==> config.mk <==
export PLATFORM = sky130hd
export DESIGN_NAME = digit_overlay_renderer
export DESIGN_NICKNAME = d
export VERILOG_FILES = /design/src/rtl/digit_overlay_renderer.sv
export SDC_FILE = /design/constraint.sdc
export NUM_CORES = 1
export LEC_CHECK = 0
export ABC_AREA = 1
export CORE_MARGIN = 2
export CORE_UTILIZATION = 40
export CTS_BUF_LIST = sky130_fd_sc_hd__clkbuf_8
export DETAILED_ROUTE_END_ITERATION = 6
export PLACE_DENSITY = 0.59
export SLEW_MARGIN = 20
export SYNTH_ARGS = -nofsm -noshare
export SYNTH_HDL_FRONTEND = slang
export SYNTH_SLANG_ARGS = --single-unit
==> constraint.sdc <==
create_clock -name clk -period 2.7 [get_ports clk]
set_clock_uncertainty 0.05 [all_clocks]
set_input_delay 0.81 -clock clk [delete_from_list [all_inputs] [get_ports clk]]
set_output_delay 0.81 -clock clk [all_outputs]
set_load 0.02 [all_outputs]
==> src/rtl/digit_overlay_renderer.sv <==
// Multi-digit decimal overlay: a double-dabble BCD engine feeds display registers
// that change only on frame_tick, and a 2-stage pixel pipeline renders 10x10 glyphs.
module digit_overlay_renderer #(
    parameter int PIXEL_WIDTH  = 12,
    parameter int PHY_WIDTH    = 14,
    parameter int NUM_DIGITS   = 4,
    parameter int VALUE_WIDTH  = 14,
    parameter int SCALE_SHIFT  = 3,
    parameter int ORIGIN_X     = 130,
    parameter int ORIGIN_Y     = 160,
    parameter int DIGIT_PITCH  = 120,
    parameter logic [PIXEL_WIDTH-1:0] BG_COLOR  = 12'hA21,
    parameter logic [PIXEL_WIDTH-1:0] FG_COLOR  = 12'hFFF,
    parameter logic [PIXEL_WIDTH-1:0] OFF_COLOR = 12'hFFF,
    parameter int BLINK_FRAMES = 30
) (
    input  logic                   clk,
    input  logic                   rst_n,
    input  logic [VALUE_WIDTH-1:0] value_in,
    input  logic                   value_load,
    input  logic                   frame_tick,
    input  logic                   blink_en,
    input  logic                   lz_blank,
    input  logic                   pix_valid_in,
    input  logic [PHY_WIDTH-1:0]   map_x,
    input  logic [PHY_WIDTH-1:0]   map_y,
    input  logic                   map_on,
    output logic [PIXEL_WIDTH-1:0] rgb,
    output logic                   rgb_valid,
    output logic                   busy,
    output logic                   overflow
);
    localparam int          BCD_W = 4 * NUM_DIGITS;
    localparam int          CNT_W = $clog2(VALUE_WIDTH + 1);
    localparam int          BLK_W = (BLINK_FRAMES > 1) ? $clog2(BLINK_FRAMES) : 1;
    localparam int          IDX_W = (NUM_DIGITS > 1) ? $clog2(NUM_DIGITS) : 1;
    localparam logic [31:0] CELL  = 32'(10 << SCALE_SHIFT);
    localparam int unsigned SAT_LIMIT = (NUM_DIGITS == 1) ? 10 : (NUM_DIGITS == 2) ? 100 :
                                        (NUM_DIGITS == 3) ? 1000 : (NUM_DIGITS == 4) ? 10000 : 100000;

    // Row 0 in the top 10 bits; within a row bit 9 is the leftmost column. Code 10 is minus.
    localparam logic [99:0] FONT [0:10] = '{
        {10'b0011111100, 10'b0110000110, 10'b0110001110, 10'b0110010110, 10'b0110100110,
         10'b0111000110, 10'b0110000110, 10'b0110000110, 10'b0011111100, 10'b0000000000},
        {10'b0000110000, 10'b0001110000, 10'b0011110000, 10'b0000110000, 10'b0000110000,
         10'b0000110000, 10'b0000110000, 10'b0000110000, 10'b0011111100, 10'b0000000000},
        {10'b0011111100, 10'b0110000110, 10'b0000000110, 10'b0000001100, 10'b0000011000,
         10'b0000110000, 10'b0001100000, 10'b0011000000, 10'b0111111110, 10'b0000000000},
        {10'b0011111100, 10'b0110000110, 10'b0000000110, 10'b0000111100, 10'b0000000110,
         10'b0000000110, 10'b0000000110, 10'b0110000110, 10'b0011111100, 10'b0000000000},
        {10'b0000011100, 10'b0000111100, 10'b0001101100, 10'b0011001100, 10'b0110001100,
         10'b0111111110, 10'b0000001100, 10'b0000001100, 10'b0000001100, 10'b0000000000},
        {10'b0111111110, 10'b0110000000, 10'b0110000000, 10'b0111111100, 10'b0000000110,
         10'b0000000110, 10'b0000000110, 10'b0110000110, 10'b0011111100, 10'b0000000000},
        {10'b0001111100, 10'b0011000000, 10'b0110000000, 10'b0111111100, 10'b0110000110,
         10'b0110000110, 10'b0110000110, 10'b0110000110, 10'b0011111100, 10'b0000000000},
        {10'b0011111110, 10'b0000000110, 10'b0000001100, 10'b0000011000, 10'b0000110000,
         10'b0001100000, 10'b0001100000, 10'b0001100000, 10'b0001100000, 10'b0000000000},
        {10'b0011111100, 10'b0110000110, 10'b0110000110, 10'b0011111100, 10'b0110000110,
         10'b0110000110, 10'b0110000110, 10'b0110000110, 10'b0011111100, 10'b0000000000},
        {10'b0011111100, 10'b0110000110, 10'b0110000110, 10'b0110000110, 10'b0011111110,
         10'b0000000110, 10'b0000000110, 10'b0000001100, 10'b0011111000, 10'b0000000000},
        {10'b0000000000, 10'b0000000000, 10'b0000000000, 10'b0000000000, 10'b0111111110,
         10'b0000000000, 10'b0000000000, 10'b0000000000, 10'b0000000000, 10'b0000000000}
    };

    typedef enum logic [1:0] {S_IDLE, S_CONVERT, S_WAIT_FRAME} state_t;

    state_t                         r_state, w_state_nxt;
    logic [VALUE_WIDTH-1:0]         r_bin, w_bin_nxt, r_pend_val, w_start_val;
    logic [BCD_W-1:0]               r_bcd, w_bcd_adj, w_bcd_nxt;
    logic [CNT_W-1:0]               r_cnt;
    logic                           r_sat, r_pend_vld, r_ovf, r_phase;
    logic [NUM_DIGITS-1:0][3:0]     r_disp;
    logic [BLK_W-1:0]               r_bcnt;
    logic                           w_commit, w_start;

    function automatic logic [31:0] f_x0(input int k);
        return 32'(ORIGIN_X + k * DIGIT_PITCH);
    endfunction

    always_comb begin
        w_state_nxt = r_state;
        busy        = (r_state != S_IDLE);
        case (r_state)
            S_IDLE:       if (value_load) w_state_nxt = S_CONVERT;
            S_CONVERT:    if (r_cnt == CNT_W'(VALUE_WIDTH - 1)) w_state_nxt = S_WAIT_FRAME;
            S_WAIT_FRAME: if (frame_tick) w_state_nxt = (value_load || r_pend_vld) ? S_CONVERT : S_IDLE;
            default:      w_state_nxt = S_IDLE;
        endcase
    end

    always_ff @(posedge clk or negedge rst_n) begin
        if (!rst_n) r_state <= S_IDLE;
        else        r_state <= w_state_nxt;
    end

    assign w_commit    = (r_state == S_WAIT_FRAME) && frame_tick;
    assign w_start     = ((r_state == S_IDLE) && value_load) || (w_commit && (value_load || r_pend_vld));
    assign w_start_val = value_load ? value_in : r_pend_val;

    // Double-dabble step: add 3 to every nibble >= 5, then shift {bcd, bin} left by one.
    always_comb begin
        w_bcd_adj = r_bcd;
        for (int i = 0; i < NUM_DIGITS; i++)
            if (r_bcd[4*i +: 4] >= 4'd5) w_bcd_adj[4*i +: 4] = r_bcd[4*i +: 4] + 4'd3;
        w_bcd_nxt = {w_bcd_adj[BCD_W-2:0], r_bin[VALUE_WIDTH-1]};
        w_bin_nxt = {r_bin[VALUE_WIDTH-2:0], 1'b0};
    end

    always_ff @(posedge clk or negedge rst_n) begin
        if (!rst_n) begin
            r_bin      <= '0;
            r_bcd      <= '0;
            r_cnt      <= '0;
            r_sat      <= 1'b0;
            r_pend_vld <= 1'b0;
            r_pend_val <= '0;
            r_disp     <= '0;
            r_ovf      <= 1'b0;
        end else begin
            if (w_start) begin
                r_bin <= w_start_val;
                r_bcd <= '0;
                r_cnt <= '0;
                r_sat <= 32'(w_start_val) >= SAT_LIMIT;
            end else if (r_state == S_CONVERT) begin
                r_bin <= w_bin_nxt;
                r_bcd <= w_bcd_nxt;
                r_cnt <= r_cnt + 1'b1;
            end
            // A load in the commit cycle becomes the next conversion directly.
            if (w_commit) begin
                r_pend_vld <= 1'b0;
            end else if (value_load && r_state != S_IDLE) begin
                r_pend_vld <= 1'b1;
                r_pend_val <= value_in;
            end
            if (w_commit) begin
                r_ovf <= r_sat;
                for (int k = 0; k < NUM_DIGITS; k++)
                    r_disp[k] <= r_sat ? 4'd9 : r_bcd[4*(NUM_DIGITS-1-k) +: 4];
            end
        end
    end

    assign overflow = r_ovf;

    always_ff @(posedge clk or negedge rst_n) begin
        if (!rst_n) begin
            r_bcnt  <= '0;
            r_phase <= 1'b0;
        end else if (frame_tick) begin
            if (r_bcnt == BLK_W'(BLINK_FRAMES - 1)) begin
                r_bcnt  <= '0;
                r_phase <= ~r_phase;
            end else begin
                r_bcnt <= r_bcnt + 1'b1;
            end
        end
    end

    // Stage 1: hit test, glyph address and blanking against the current display.
    logic [31:0]           w_x, w_y;
    logic                  w_hit, w_yin, w_allz, w_blank;
    logic [IDX_W-1:0]      w_idx;
    logic [3:0]            w_row, w_col, w_code;
    logic [NUM_DIGITS-1:0] w_lz;

    assign w_x   = {{(32-PHY_WIDTH){1'b0}}, map_x};
    assign w_y   = {{(32-PHY_WIDTH){1'b0}}, map_y};
    assign w_yin = (w_y >= 32'(ORIGIN_Y)) && (w_y < 32'(ORIGIN_Y) + CELL);
    assign w_row = 4'((w_y - 32'(ORIGIN_Y)) >> SCALE_SHIFT);

    always_comb begin
        w_hit = 1'b0;
        w_idx = '0;
        w_col = '0;
        for (int k = 0; k < NUM_DIGITS; k++) begin
            if (w_x >= f_x0(k) && w_x < f_x0(k) + CELL) begin
                w_hit = 1'b1;
                w_idx = IDX_W'(k);
                w_col = 4'((w_x - f_x0(k)) >> SCALE_SHIFT);
            end
        end
    end

    always_comb begin
        w_lz   = '0;
        w_allz = 1'b1;
        for (int k = 0; k < NUM_DIGITS; k++) begin
            w_allz  = w_allz & (r_disp[k] == 4'd0);
            w_lz[k] = lz_blank & w_allz & (k < NUM_DIGITS - 1);
        end
    end

    assign w_blank = (blink_en & r_phase) | w_lz[w_idx];
    assign w_code  = r_disp[w_idx];

    logic       r1_hit, r1_blank, r1_on;
    logic [3:0] r1_code, r1_row, r1_col;
    logic [1:0] r_vld_pipe;
    logic       w_fbit;

    always_ff @(posedge clk or negedge rst_n) begin
        if (!rst_n) begin
            r1_hit     <= 1'b0;
            r1_blank   <= 1'b0;
            r1_on      <= 1'b0;
            r1_code    <= '0;
            r1_row     <= '0;
            r1_col     <= '0;
            r_vld_pipe <= '0;
        end else begin
            r1_hit     <= w_hit & w_yin;
            r1_blank   <= w_blank;
            r1_on      <= map_on;
            r1_code    <= w_code;
            r1_row     <= w_row;
            r1_col     <= w_col;
            r_vld_pipe <= {r_vld_pipe[0], pix_valid_in};
        end
    end

    // Stage 2: font lookup and colour; rgb holds across invalid pixels.
    always_comb begin
        w_fbit = 1'b0;
        if (r1_hit) w_fbit = FONT[r1_code][7'(99 - 10 * r1_row - r1_col)];
    end

    always_ff @(posedge clk or negedge rst_n) begin
        if (!rst_n) begin
            rgb <= '0;
        end else if (r_vld_pipe[0]) begin
            if (!r1_on)                        rgb <= OFF_COLOR;
            else if (w_fbit && !r1_blank)      rgb <= FG_COLOR;
            else                               rgb <= BG_COLOR;
        end
    end

    assign rgb_valid = r_vld_pipe[1];
endmodule

==> results of run 1 <==
## cell families after synthesis
| family | synth area share, % |
|---|---|
| adder cells (fa/ha/maj) | 6.67 |
| XOR/XNOR | 2.67 |
| AND/OR/NAND/NOR | 25.0 |
| flip-flops | 37.8 |
| buffers and inverters | 11.2 |
| AO/OA/AOI/OAI | 16.6 |
## worst min-delay path by stage
stage	startpoint	endpoint	slack [ns]	cells after the start
after global routing	rst_n	r1_row[1]	0.33	1
final	rst_n	r_pend_val[4]	0.32	1
after detailed placement	r_vld_pipe[0]	r_vld_pipe[1]	0.37	0
after global placement	r_vld_pipe[0]	r_vld_pipe[1]	0.37	0
after floorplan	r_vld_pipe[0]	r_vld_pipe[1]	0.34	0
after CTS	rst_n	r1_row[2]	0.31	1
## layout make-up
type	count	area (um2)	area share (%)
Tap cell	188	235	3.15
Multi-Input combinational cell	577	3250	43.6
Clock buffer	11	151	2.03
Clock inverter	4	70.1	0.939
Inverter	127	477	6.39
Timing Repair Buffer	102	926	12.4
Sequential cell	94	2350	31.5
## layer usage
layer / share of wire [%] / wire, um / global-route usage (%) / up-vias
met5: 0 / 0 / 0 / -
met4: 3.4 / 510 / 9.08 / 0
met3: 3.1 / 472 / 2.54 / 43
met2: 49 / 7370 / 32.5 / 128
met1: 45 / 6760 / 24.7 / 2567
li1: - / - / - / 2893
## worst max-delay path: stages (launching register included)
cell	delay (ns)
dfrtp_1	0.39
ha_1	0.30
ha_2	0.19
fa_1	0.49
inv_2	0.05
ha_4	0.28
xor2_4	0.19
nand3_2	0.08
nor2_1	0.12
nor2_1	0.05
a21oi_1	0.12
nand2_1	0.10
a21oi_2	0.11
## layout by cell type, fill, tap and decap left out, types with 3 or more instances in the layout
cell type        synthesis  routed
nand2_4                  3       3
nand3_2                  2       3
o211ai_1                13      13
o221ai_1                11      11
nor4_1                   3       3
clkdlybuf4s50_1          0      59
dfrtp_1                 94      94
o21ai_0                 81      81
buf_4                   13      42
a22oi_1                  3       3
nor2_1                  48      48
inv_1                  121     120
nand3_1                 72      71
ha_1                    30      27
o21ai_1                  9       9
nor3_1                   8       7
o22ai_1                 14      14
xor2_1                  13      13
inv_2                    5       7
a21oi_1                 21      20
a31oi_1                  4       4
clkbuf_8                 0      11
nand4_1                  9       9
a21oi_2                  3       4
a2bb2oi_1                5       5
nand2_1                199     199
## timing repair
item                                    in CTS  in global routing
setup buffers                                0                  2
hold buffers                                 0                  0
endpoints found under the setup margin       0                  1
gates resized for setup                      0                 11
## cells in the mapped netlist, types with 3 or more instances
library cell	number	area share, %
xor2_1	13	1.8
nand4_1	9	0.90
ha_1	30	6.0
nand2_4	3	0.54
o21ai_1	9	0.72
buf_4	13	1.6
a21oi_2	3	0.42
o221ai_1	11	1.5
o211ai_1	13	1.6
buf_6	4	0.72
clkbuf_1	12	0.72
o22ai_1	14	1.4
a22oi_1	3	0.36
inv_2	5	0.30
buf_2	7	0.56
nor4_1	3	0.30
a21oi_1	21	1.7
o21ai_0	81	6.5
a31oi_1	4	0.40
nor2_1	48	2.9
nor3_1	8	0.64
dfrtp_1	94	38
inv_1	121	7.3
nand3_1	72	5.8
nand2_1	199	12
a2bb2oi_1	5	0.70
## where the power goes
part | total [mW] | leakage (nW) | internal (mW) | switching, mW
Combinational | 2.90 | 2.40 | 1.13 | 1.77
Sequential | 2.19 | 1.16 | 1.89 | 0.298
Clock | 1.04 | 0.115 | 0.564 | 0.473
Total | 6.13 | 3.67 | 3.58 | 2.55
## flip-flops by register name, summed over array words and instances, names as in the netlist, 2 cells and up
name        count
r1_code         4
r_vld_pipe      2
r_state         2
r_bcd          16
r_pend_val     14
r_disp         16
r_cnt           4
r_bcnt          5
r_bin          14
r1_col          4
rgb             2
r1_row          4
## per-stage QoR
stage	setup slack, ns	cells
after floorplan	0.198	833
after global placement	-0.0144	1085
after detailed placement	-0.0493	1085
after CTS	0.00448	1100
after global routing	-0.0188	1103
final	0.111	1103
==> summary.txt, run 1 <==
Drt
  • WL per Instance: around 14 um
  • Routed WL: around 15000 um
  • # DRC: 0
  • Iter 0 DRT Violations: 296
  • DRT antenna net count: 0
  • DR vias: ~5600
  • DRT Pass-1 Iters: 5
  • Vias per inst: just over 5

Floorplan
  • I/O Pins: 65
  • Die Span X: 129 um
  • Core ar.: 0.0152 mm2
  • # rows: 45
  • Initial core utilization: approximately two fifths
  • Die Ht: roughly 130 um
  • Die area: around 0.017 mm2

Yosys
  • Mean Syn Cell Area: about 7.5 um2
  • Seq/Total Area, Yosys: a little under two fifths
  • Post-Synthesis Cell Area: roughly 0.0062 mm2
  • Syn_nets: between 900 and 1000
  • Async SR Flop Fraction: 100%
  • Synth Instances: 833
  • Yosys warning total: 0
  • Yosys reg bits: 94
  • Netlist cell types: 47
  • Primary FF master, synth: dfrtp_1
  • Number of synthesized flops with an enable pin: 0

Layout
  • NumNets Final: between 900 and 1000
  • Number of fill cells: between 1500 and 2000
  • Cell area after layout: 0.00746 mm2
  • Diode count: 0
  • Final core utilization: 49.1%
  • Syn-to-layout area delta: 19.8%
  • Ratio of cells with drive above 1 in the final layout: 10.1%

Critical path
  • Worst r2r path cells: 12
  • Worst setup endpoint: rgb[10]
  • Crit path kind: reg -> reg
  • Crit-path max FO: 4
  • R2r startpoint: r1_row[3]
  • Crit path from: r1_row[3]
  • CP Launch Type: flip-flop
  • Crit path DAT: between 2 and 3 ns
  • Crit. End Element: flip-flop
  • R2R setup slack: roughly 0.11 ns
  • Critical Path RT: 2.96 ns
  • Worst R2R End: rgb[10]

Timing
  • Worst Tran Pin Value: 0.468 ns
  • Slew HR: between 60 and 70%
  • Min Clock Period, post-route: between 2 and 3 ns
  • Final Setup Violations: 0
  • Final TNS setup: 0 ns
  • Fin crit share: 95.9%
  • RSZ-0062 raised after global routing: yes
  • Final Hold Fails: 0
  • Final Slew Violations: 0
  • Max frequency: 0.386 GHz
  • Final hold slack: ~0.32 ns

Power
  • Peak supply drop: roughly 0.00064 V
  • Pleak: approximately 3.7 nW
  • Final Power: 6.13 mW
  • Power per Cell Area: just over 800 mW/mm2

Global route
  • Initial antenna violation count: 0
  • Total grt overflow: 0
  • Vias in the first global route: between 5000 and 6000
  • Global-route wire length before repair: around 26000 um
  • GRT Resource Usage Total: roughly a fifth
  • Largest net degree at the start of global routing: 40

CTS
  • Clk root buf: clkbuf_8
  • Total CTS buffers: 9
  • Clk pin slew, worst setup/hold paths: 0.09 ns
  • Clk sinks: 94
  • H-tree depth: 3
  • Longest Clk Path Bufs: 2
  • CTS tree: built
  • Clk_lat worst skew: around 0.37 ns

Placed design
  • GP Congestion: just over 0.9
  • Post-DP HPWL: 11600 um
  • I/O Buffers: 60
  • Placed inst area: approximately 0.0072 mm2

Worst hold path
  • HP Class: in -> async

Job
  • Max Cap Viol: 0

Outcome
  • Status: finished clean
(Power assumes the default switching activity.)
==> run 2, diff against run 1 <==
--- a/config.mk
+++ b/config.mk
@@ -6,6 +6,7 @@
 export NUM_CORES = 1
 export LEC_CHECK = 0
 export ABC_AREA = 1
+export CAP_MARGIN = 0
 export CORE_MARGIN = 2
 export CORE_UTILIZATION = 40
 export CTS_BUF_LIST = sky130_fd_sc_hd__clkbuf_8
==> constraint.sdc (replaced) <==
create_clock -name clk -period 3.18 [get_ports clk]
set_clock_uncertainty 0.05 [all_clocks]
set_input_delay 0.954 -clock clk [delete_from_list [all_inputs] [get_ports clk]]
set_output_delay 0.954 -clock clk [all_outputs]
set_load 0.02 [all_outputs]
==> run 2 against run 1 <==
The run now ends with DRC left. Core utilization is 1.8 points lower. Count of clock-buffer cells in the layout shrank 1. Highest routed layer unchanged. Register-to-register slack gained 0.37 ns. Die area unchanged. First-iteration DRC count is 57% higher. Sequential power down 15%. Critical path depth is 4 higher. Clock power shrank 18%. Routed wire length down 2.4%.
==> summary.txt, run 2 (synthesized netlist as in run 1, its figures left out) <==
CTS
  • Post-CTS Hold Buffers: 0
  • Clk sinks: 94
  • Clk_lat worst skew: 0.37 ns
  • H-tree depth: 3
  • Longest Clk Path Bufs: 2
  • Total CTS buffers: 9
  • CTS tree: built
  • Postcts setup bufs: 0
  • Clk root buf: clkbuf_8
  • Post-CTS sizing: 0
  • Clk pin slew, worst setup/hold paths: around 0.080 ns

Layout
  • Ratio of cells with drive above 1 in the final layout: between 6 and 7%
  • NumNets Final: between 900 and 1000
  • Area of the multi-input gates: between 0.003 and 0.004 mm2
  • Syn-to-layout area delta: 15.3%
  • Diode count: 0
  • Final core utilization: 47.2%
  • Leading cell type in the layout, fill and taps excluded: nand2_1
  • Most frequent cells in the layout: nand2_1, inv_1, dfrtp_1
  • Number of fill cells: between 1500 and 2000
  • FF+latch area: ~0.0024 mm2
  • Layout Cells excl Fill: about 1100
  • Top Registers: r_bcd x16, r_disp x16

Global route
  • Vias in the first global route: around 5300
  • GRT Resource Usage Total: between 10% and 20%
  • Global-route wire length before repair: roughly 25000 um
  • Largest net degree at the start of global routing: 51
  • Total grt overflow: 0
  • Initial antenna violation count: 0

Timing
  • Fin crit share: 84.9%
  • Final TNS setup: 0 ns
  • Final Setup Violations: 0
  • Max frequency: between 0.3 and 0.4 GHz
  • Final Slew Violations: 0
  • Final Hold Fails: 0
  • Min Clock Period, post-route: around 2.7 ns
  • Setup WS post-layout: 0.480 ns
  • Slew HR: between 50% and 60%
  • Worst Tran Pin Value: 0.625 ns
  • RSZ-0062 raised after global routing: no

Floorplan
  • Core ar.: ~0.015 mm2
  • Die Span X: 129 um
  • I/O Pins: 65
  • Die Ht: 129 um
  • Die area: 0.0166 mm2
  • # rows: 45
  • Initial core utilization: 41.0%

Placed design
  • Inst Count DP: between 1000 and 1500
  • I/O Buffers: 60
  • Post-DP HPWL: 11100 um
  • GP Congestion: 0.996
  • Pre-CTS setup slack: about 0.22 ns

Outcome
  • Violated checks: DRC
  • Status: complete, but fails checks

Drt
  • # DRC: 6
  • Vias per inst: a little over 5
  • DRT Pass-1 Iters: 7
  • Iter 0 DRT Violations: approximately 470
  • WL per Instance: ~14 um
  • DR vias: approximately 5500
  • DRT antenna net count: 0
  • Routed WL: around 15000 um

Critical path
  • Crit path DAT: between 2 and 3 ns
  • Crit-path max FO: 10
  • Crit path kind: reg -> reg
  • Critical Path RT: around 3.4 ns
  • CP Launch Type: flip-flop
  • Crit. End Element: flip-flop

Worst hold path
  • HP Class: reg -> reg

Power
  • Power per Cell Area: 707 mW/mm2
  • Pleak: roughly 3.5 nW
  • Peak supply drop: ~0.00040 V

Job
  • Max Cap Viol: 0
[run 2: through the flow]
step / power [mW] / area, um2 / hold slack (ns)
after global placement: 4.22 / 6970 / 0.364
after CTS: 5.11 / 7180 / 0.384
after global routing: 5.56 / 7180 / 0.405
after detailed placement: 4.24 / 6970 / 0.365
final: 5.08 / 7180 / 0.379
after floorplan: 3.65 / 6230 / 0.338
[run 2: where the power goes]
group          switching, mW  leakage, nW  internal (mW)
logic                   1.46         2.26          0.892
clock network          0.396        0.119          0.456
registers              0.264         1.16           1.61
[run 2: worst paths after layout]
| path | from | to | slack (ns) | cells after the start |
|---|---|---|---|---|
| worst max register to register | r1_row[0] | rgb[10] | 0.48 | 16 |
| min in group asynchronous | rst_n | r1_row[3] | 0.52 | 1 |
| worst min-delay path | r_vld_pipe[0] | r_vld_pipe[1] | 0.38 | 0 |
| max in group asynchronous | rst_n | r_bcnt[3] | 1.89 | 2 |
| worst max-delay path | r1_row[0] | rgb[10] | 0.48 | 16 |
| worst min register to register | r_vld_pipe[0] | r_vld_pipe[1] | 0.38 | 0 |
[run 2: critical path, stage by stage, from the launching register on]
cell,delay (ns)
dfrtp_1,0.38
inv_1,0.06
ha_1,0.33
fa_1,0.57
clkinv_1,0.29
a31oi_1,0.25
nand2_1,0.07
nand2_1,0.08
nand2_1,0.06
nand2_1,0.07
nand2_1,0.04
nand2_1,0.06
nand2_1,0.04
nand2_1,0.05
nand2_1,0.04
nand2_1,0.09
a21oi_2,0.06
[run 2: routing by layer]
layer | track usage (%) | part of all wire [%] | vias to the layer above
met4 | 11.2 | 4.3 | 0
met5 | 0 | 0 | -
met1 | 24.9 | 46 | 2486
met3 | 2.16 | 3.2 | 47
met2 | 30.3 | 46 | 126
li1 | - | - | 2833
[run 2: final cells by class]
class	count	share of cell area, %
multi-input cells	576	44.3
well taps	188	3.28
flip-flops and latches	94	32.8
repair buffers	75	10.1
inverters	127	6.64
clock buffers	10	1.92
clock inverters	6	1.08
